==> src/rtl/agm_fetch_queue.sv <==
// Instruction-fetch front end: owns the PC, fetches over a req/ack handshake and
// buffers words in a show-ahead prefetch queue presented to decode via valid/ready.
module agm_fetch_queue #(
    parameter int unsigned ADDR_W   = 8,
    parameter int unsigned CMD_W    = 24,
    parameter int unsigned QDEPTH   = 2,
    parameter int unsigned RESET_PC = 0
) (
    input  logic                        clk,
    input  logic                        rst,
    output logic                        mem_req,
    output logic [ADDR_W-1:0]           mem_addr,
    input  logic                        mem_ack,
    input  logic [CMD_W-1:0]            mem_rdata,
    output logic                        cmd_valid,
    input  logic                        cmd_ready,
    output logic [CMD_W-1:0]            cmd_word,
    output logic [ADDR_W-1:0]           cmd_pc,
    input  logic                        br_en,
    input  logic [ADDR_W-1:0]           br_target,
    input  logic                        halt,
    output logic [ADDR_W-1:0]           PC_wire,
    output logic [1:0]                  state_out,
    output logic [$clog2(QDEPTH):0]     q_count
);

    localparam int unsigned PW = $clog2(QDEPTH);
    localparam int unsigned CW = PW + 1;

    typedef enum logic [1:0] {
        IDLE = 2'd0,
        REQ  = 2'd1,
        FULL = 2'd2,
        HALT = 2'd3
    } state_t;

    state_t            state, state_nxt;
    logic [ADDR_W-1:0] pc;
    logic [CW-1:0]     count, count_nxt;
    logic [PW-1:0]     rd_ptr, wr_ptr;
    logic              push, pop;

    logic [CMD_W-1:0]  q_word [QDEPTH];
    logic [ADDR_W-1:0] q_pc   [QDEPTH];

    always_comb begin
        push      = (state == REQ) && mem_ack && !br_en;
        pop       = (count != '0) && cmd_ready && !br_en;
        count_nxt = count + CW'(push) - CW'(pop);
        state_nxt = state;
        // Full/refill decisions use post-edge occupancy so a pop re-opens fetch at once.
        if (br_en) begin
            state_nxt = IDLE;
        end else begin
            case (state)
                IDLE: state_nxt = halt ? HALT : REQ;
                REQ: begin
                    if (mem_ack) begin
                        if (halt)
                            state_nxt = HALT;
                        else if (count_nxt == CW'(QDEPTH))
                            state_nxt = FULL;
                        else
                            state_nxt = REQ;
                    end
                end
                FULL: begin
                    if (halt)
                        state_nxt = HALT;
                    else if (count_nxt < CW'(QDEPTH))
                        state_nxt = REQ;
                end
                HALT: begin
                    if (!halt)
                        state_nxt = (count_nxt < CW'(QDEPTH)) ? REQ : FULL;
                end
                default: state_nxt = IDLE;
            endcase
        end
    end

    always_ff @(posedge clk) begin
        if (!rst) begin
            state  <= IDLE;
            pc     <= ADDR_W'(RESET_PC);
            count  <= '0;
            rd_ptr <= '0;
            wr_ptr <= '0;
        end else begin
            state <= state_nxt;
            if (br_en) begin
                pc     <= br_target;
                count  <= '0;
                rd_ptr <= '0;
                wr_ptr <= '0;
            end else begin
                count <= count_nxt;
                if (push) begin
                    pc     <= pc + 1'b1;
                    wr_ptr <= wr_ptr + 1'b1;
                end
                if (pop)
                    rd_ptr <= rd_ptr + 1'b1;
            end
        end
    end

    // Storage needs no reset: the head is masked whenever the queue is empty.
    always_ff @(posedge clk) begin
        if (rst && push) begin
            q_word[wr_ptr] <= mem_rdata;
            q_pc[wr_ptr]   <= pc;
        end
    end

    assign mem_req   = (state == REQ);
    assign mem_addr  = pc;
    assign cmd_valid = (count != '0);
    assign cmd_word  = cmd_valid ? q_word[rd_ptr] : '0;
    assign cmd_pc    = cmd_valid ? q_pc[rd_ptr] : '0;
    assign PC_wire   = pc;
    assign state_out = state;
    assign q_count   = count;

endmodule
==> config.mk <==
export PLATFORM = sky130hd
export DESIGN_NAME = agm_fetch_queue
export DESIGN_NICKNAME = d
export VERILOG_FILES = /design/src/rtl/agm_fetch_queue.sv
export SDC_FILE = /design/constraint.sdc
export NUM_CORES = 1
export LEC_CHECK = 0
export CAP_MARGIN = 20
export CORE_MARGIN = 2
export CORE_UTILIZATION = 45
export DETAILED_ROUTE_END_ITERATION = 10
export GPL_ROUTABILITY_DRIVEN = 0
export PLACE_DENSITY = 0.86
export SETUP_SLACK_MARGIN = 0.02
export SYNTH_ARGS = -nofsm -noshare
export SYNTH_HDL_FRONTEND = slang
export SYNTH_SLANG_ARGS = --single-unit
==> constraint.sdc <==
create_clock -name clk -period 5.6 [get_ports clk]
set_input_delay 1.68 -clock clk [delete_from_list [all_inputs] [get_ports clk]]
set_output_delay 1.68 -clock clk [all_outputs]
set_load 0.01 [all_outputs]
==> flow_summary.toml <==
[timing]
timing.final.crit_share = 0.701
setup_viol = 0
tightest_slew_ns = 0.998
finalHoldViolCount = 0
fmax_mhz = 255
setup_slack_ns = 1.68
fin_crit_ns = 3.92
tns_ns = 0
slew_viol_final = 0
finClkSkew_ns = 0.00982
rsz0062_at_grt = "no"
relSlewSlack = 0.334

[worst_setup_path]
setup.worst_path.start_class = "flop"
path_buf_inv = 1
arrival_ns = 2.24
crit_type = "reg -> out"
path_delay_family = "flip-flops"
r2r_start = "state_out[0]"
cp_max_fo = 32
crit_required_ns = 3.92
max_stage_delay_ns = 0.97
cp-end-kind = "output port"
path_cells = "mux2i_1 -> nor2_1 -> clkdlybuf4s50_1"
crit_slowest_cell = "dfxtp_2"

[floorplanning]
core_mm2 = 0.00687
die_area_mm2 = 0.00783
fp.dieH_um = 88.5
die-width_um = 88.5
start_util = 0.468
pin_count = 92
rows = 30

[clock_network]
clkTransAtPathRegs_ns = 0.07
cts_max_path_buffers = 2
clock_sinks = 79
htree_num_levels = 3
root_buffer = "clkbuf_8"
cts_buffers = 9
cts_hold_buffers = 0
tritoncts = "built"
clkLatencyLatePin_ns = 0.34
postCtsResizedCells = 0
cts_setup_buffers = 0

[synthesis]
yosysWarningCount = 0
synthArstFlopShare = 0
ys_seq_elements = 79
synth-main-ff-cell = "edfxtp_1"
synth_area_mm2 = 0.00321
ys_types = 30
syn_area_per_cell_um2 = 13.8
synth_edf_count = 64
netlist_instances = 233
synth_fp_nets = 274
synth-seq-area-share = 0.692

[detailed_routing]
drt_pass1_iterations = 4
wl_per_cell_um = 14.9
drt_first_iter_violations = 65
drc_errors = 0
via_count = 2131
avgViaCountPerCell = 5.05
wl_um = 6300
detail-route-antenna-nets = 0

[placed_design]
dp_hpwl_um = 4190
io_buffers = 91
pre_cts_slack_ns = 1.49
placed_area_mm2 = 0.00418

[global_route]
antenna_found_initial = 0
grt_max_degree = 34
grt_pass1_vias = 2147
track_usage = 0.166
grt_first_pass_wirelength_um = 9650
overflow = 0

[hold_path]
min_path_type = "reg -> reg"
holdCritStartpoint = "rd_ptr"

[cells_and_area]
finalNetCount = 362
antenna-diode-count = 0
final_layout_size_suffix_gt1_frac = 0.0706
area_delta_synth_final_pct = 36.8
final_area_mm2 = 0.00440

[power_and_ir_drop]
p_leak_nw = 1.44
vdd_drop_max_mv = 0.161
powerDensity_mw_per_mm2 = 269

[run_status]
outcome = "complete, no violations"

[job]
max_cap_viol_count = 0
cell type report:
| cell class | instances | area (µm²) |
|---|---|---|
| fill | 534 | 2470 |
| clock buffer | 10 | 128 |
| tap | 96 | 120 |
| timing repair buffer | 94 | 933 |
| clock inverter | 6 | 85.1 |
| sequential | 79 | 2220 |
| inverter | 8 | 30.0 |
| multi-input combinational | 129 | 876 |
cells by family after synthesis:
kind of cell,count (synthesis),share of synthesized area
XOR/XNOR,6,0.0164
AND/OR/NAND/NOR,62,0.0931
buffers and inverters,25,0.0397
adder cells (fa/ha/maj),3,0.0117
AO/OA/AOI/OAI,25,0.0448
multiplexers,33,0.103
flip-flops,79,0.692
cells in the mapped netlist (2+ instances only):
cell,count,area share
nand2_1,4,0.0047
nand4_1,2,0.0039
o21ai_0,12,0.019
nor2_1,40,0.047
nor3_1,2,0.0031
nor2b_1,2,0.0039
dfxtp_1,15,0.093
nand4b_1,2,0.0055
buf_2,3,0.0047
a21oi_1,3,0.0047
a31oi_1,6,0.012
xor2_1,4,0.011
xnor2_1,2,0.0055
edfxtp_1,64,0.60
clkbuf_1,6,0.0070
mux2i_1,33,0.10
buf_4,8,0.019
ha_1,3,0.012
or3_1,4,0.0078
inv_1,8,0.0093
report_power, final:
part	leakage (nW)	internal (W)	total, W	switching (W)
Clock	0.102	0.000249	0.000444	0.000194
Sequential	0.703	0.000642	0.000655	0.0000125
Combinational	0.632	0.0000513	0.0000835	0.0000323
Total	1.44	0.000943	0.00118	0.000239
per-stage QoR:
stage | power (W) | cells | hold slack (ns) | util
2_1_floorplan | 0.000696 | 233 | 0.472 | -
3_3_place_gp | 0.000749 | 406 | 0.485 | 0.609
3_5_place_dp | 0.000752 | 406 | 0.503 | 0.609
4_1_cts | 0.00119 | 422 | 0.532 | 0.640
5_1_grt | 0.00122 | 422 | 0.558 | 0.640
6_report | 0.00118 | 422 | 0.530 | 0.640
registers in the layout (all words and copies together) (netlist names), named ones only:
register	cells
rd_ptr	1
q_word	48
wr_ptr	1
state_out	2
q_pc	16
q_count	2
PC_wire	8
cells in the final DEF, fill, tap and decap left out, drive strengths merged, types with 2 or more instances in the layout:
master and count:
clkinv 2, or3 4, clkbuf 10, a21oi 3, o21ai 12, nand4b 3, nor2b 2, dfxtp 15
xor2 4, nor2 40, inv 8, nor3 2, ha 3, mux2i 33, nand4 2, buf 3
xnor2 2, clkinvlp 2, edfxtp 64, nand2 4, a31oi 6, bufinv 2, clkdlybuf4s50 91
metal layers:
| layer | vias up | track usage | share of wire | wire, µm |
|---|---|---|---|---|
| met3 | 10 | 0.0476 | 0.058 | 365 |
| met2 | 78 | 0.301 | 0.52 | 3280 |
| met1 | 1028 | 0.170 | 0.40 | 2550 |
| li1 | 1015 | - | - | - |
| met4 | 0 | 0.0937 | 0.017 | 106 |
| met5 | - | 0 | 0 | 0 |
path summary, 6_finish.rpt:
path / endpoint / slack (ns) / depth (start not counted)
worst min register to register: flop / 0.53 / 2
worst min-delay path: flop / 0.53 / 2
worst max-delay path: cmd_word[6] / 1.68 / 3
worst max register to register: state_out[1] / 3.26 / 8
worst register-to-register path, delay by kind of cell (launching register included):
family | cells | cell delay (ns)
XOR/XNOR | 2 | 0.33
AND/OR/NAND/NOR | 2 | 0.56
buffers and inverters | 1 | 0.06
flip-flops | 1 | 0.49
AO/OA/AOI/OAI | 1 | 0.36
adder cells (fa/ha/maj) | 2 | 0.45
Note: power is estimated with default switching activity, not from simulation.
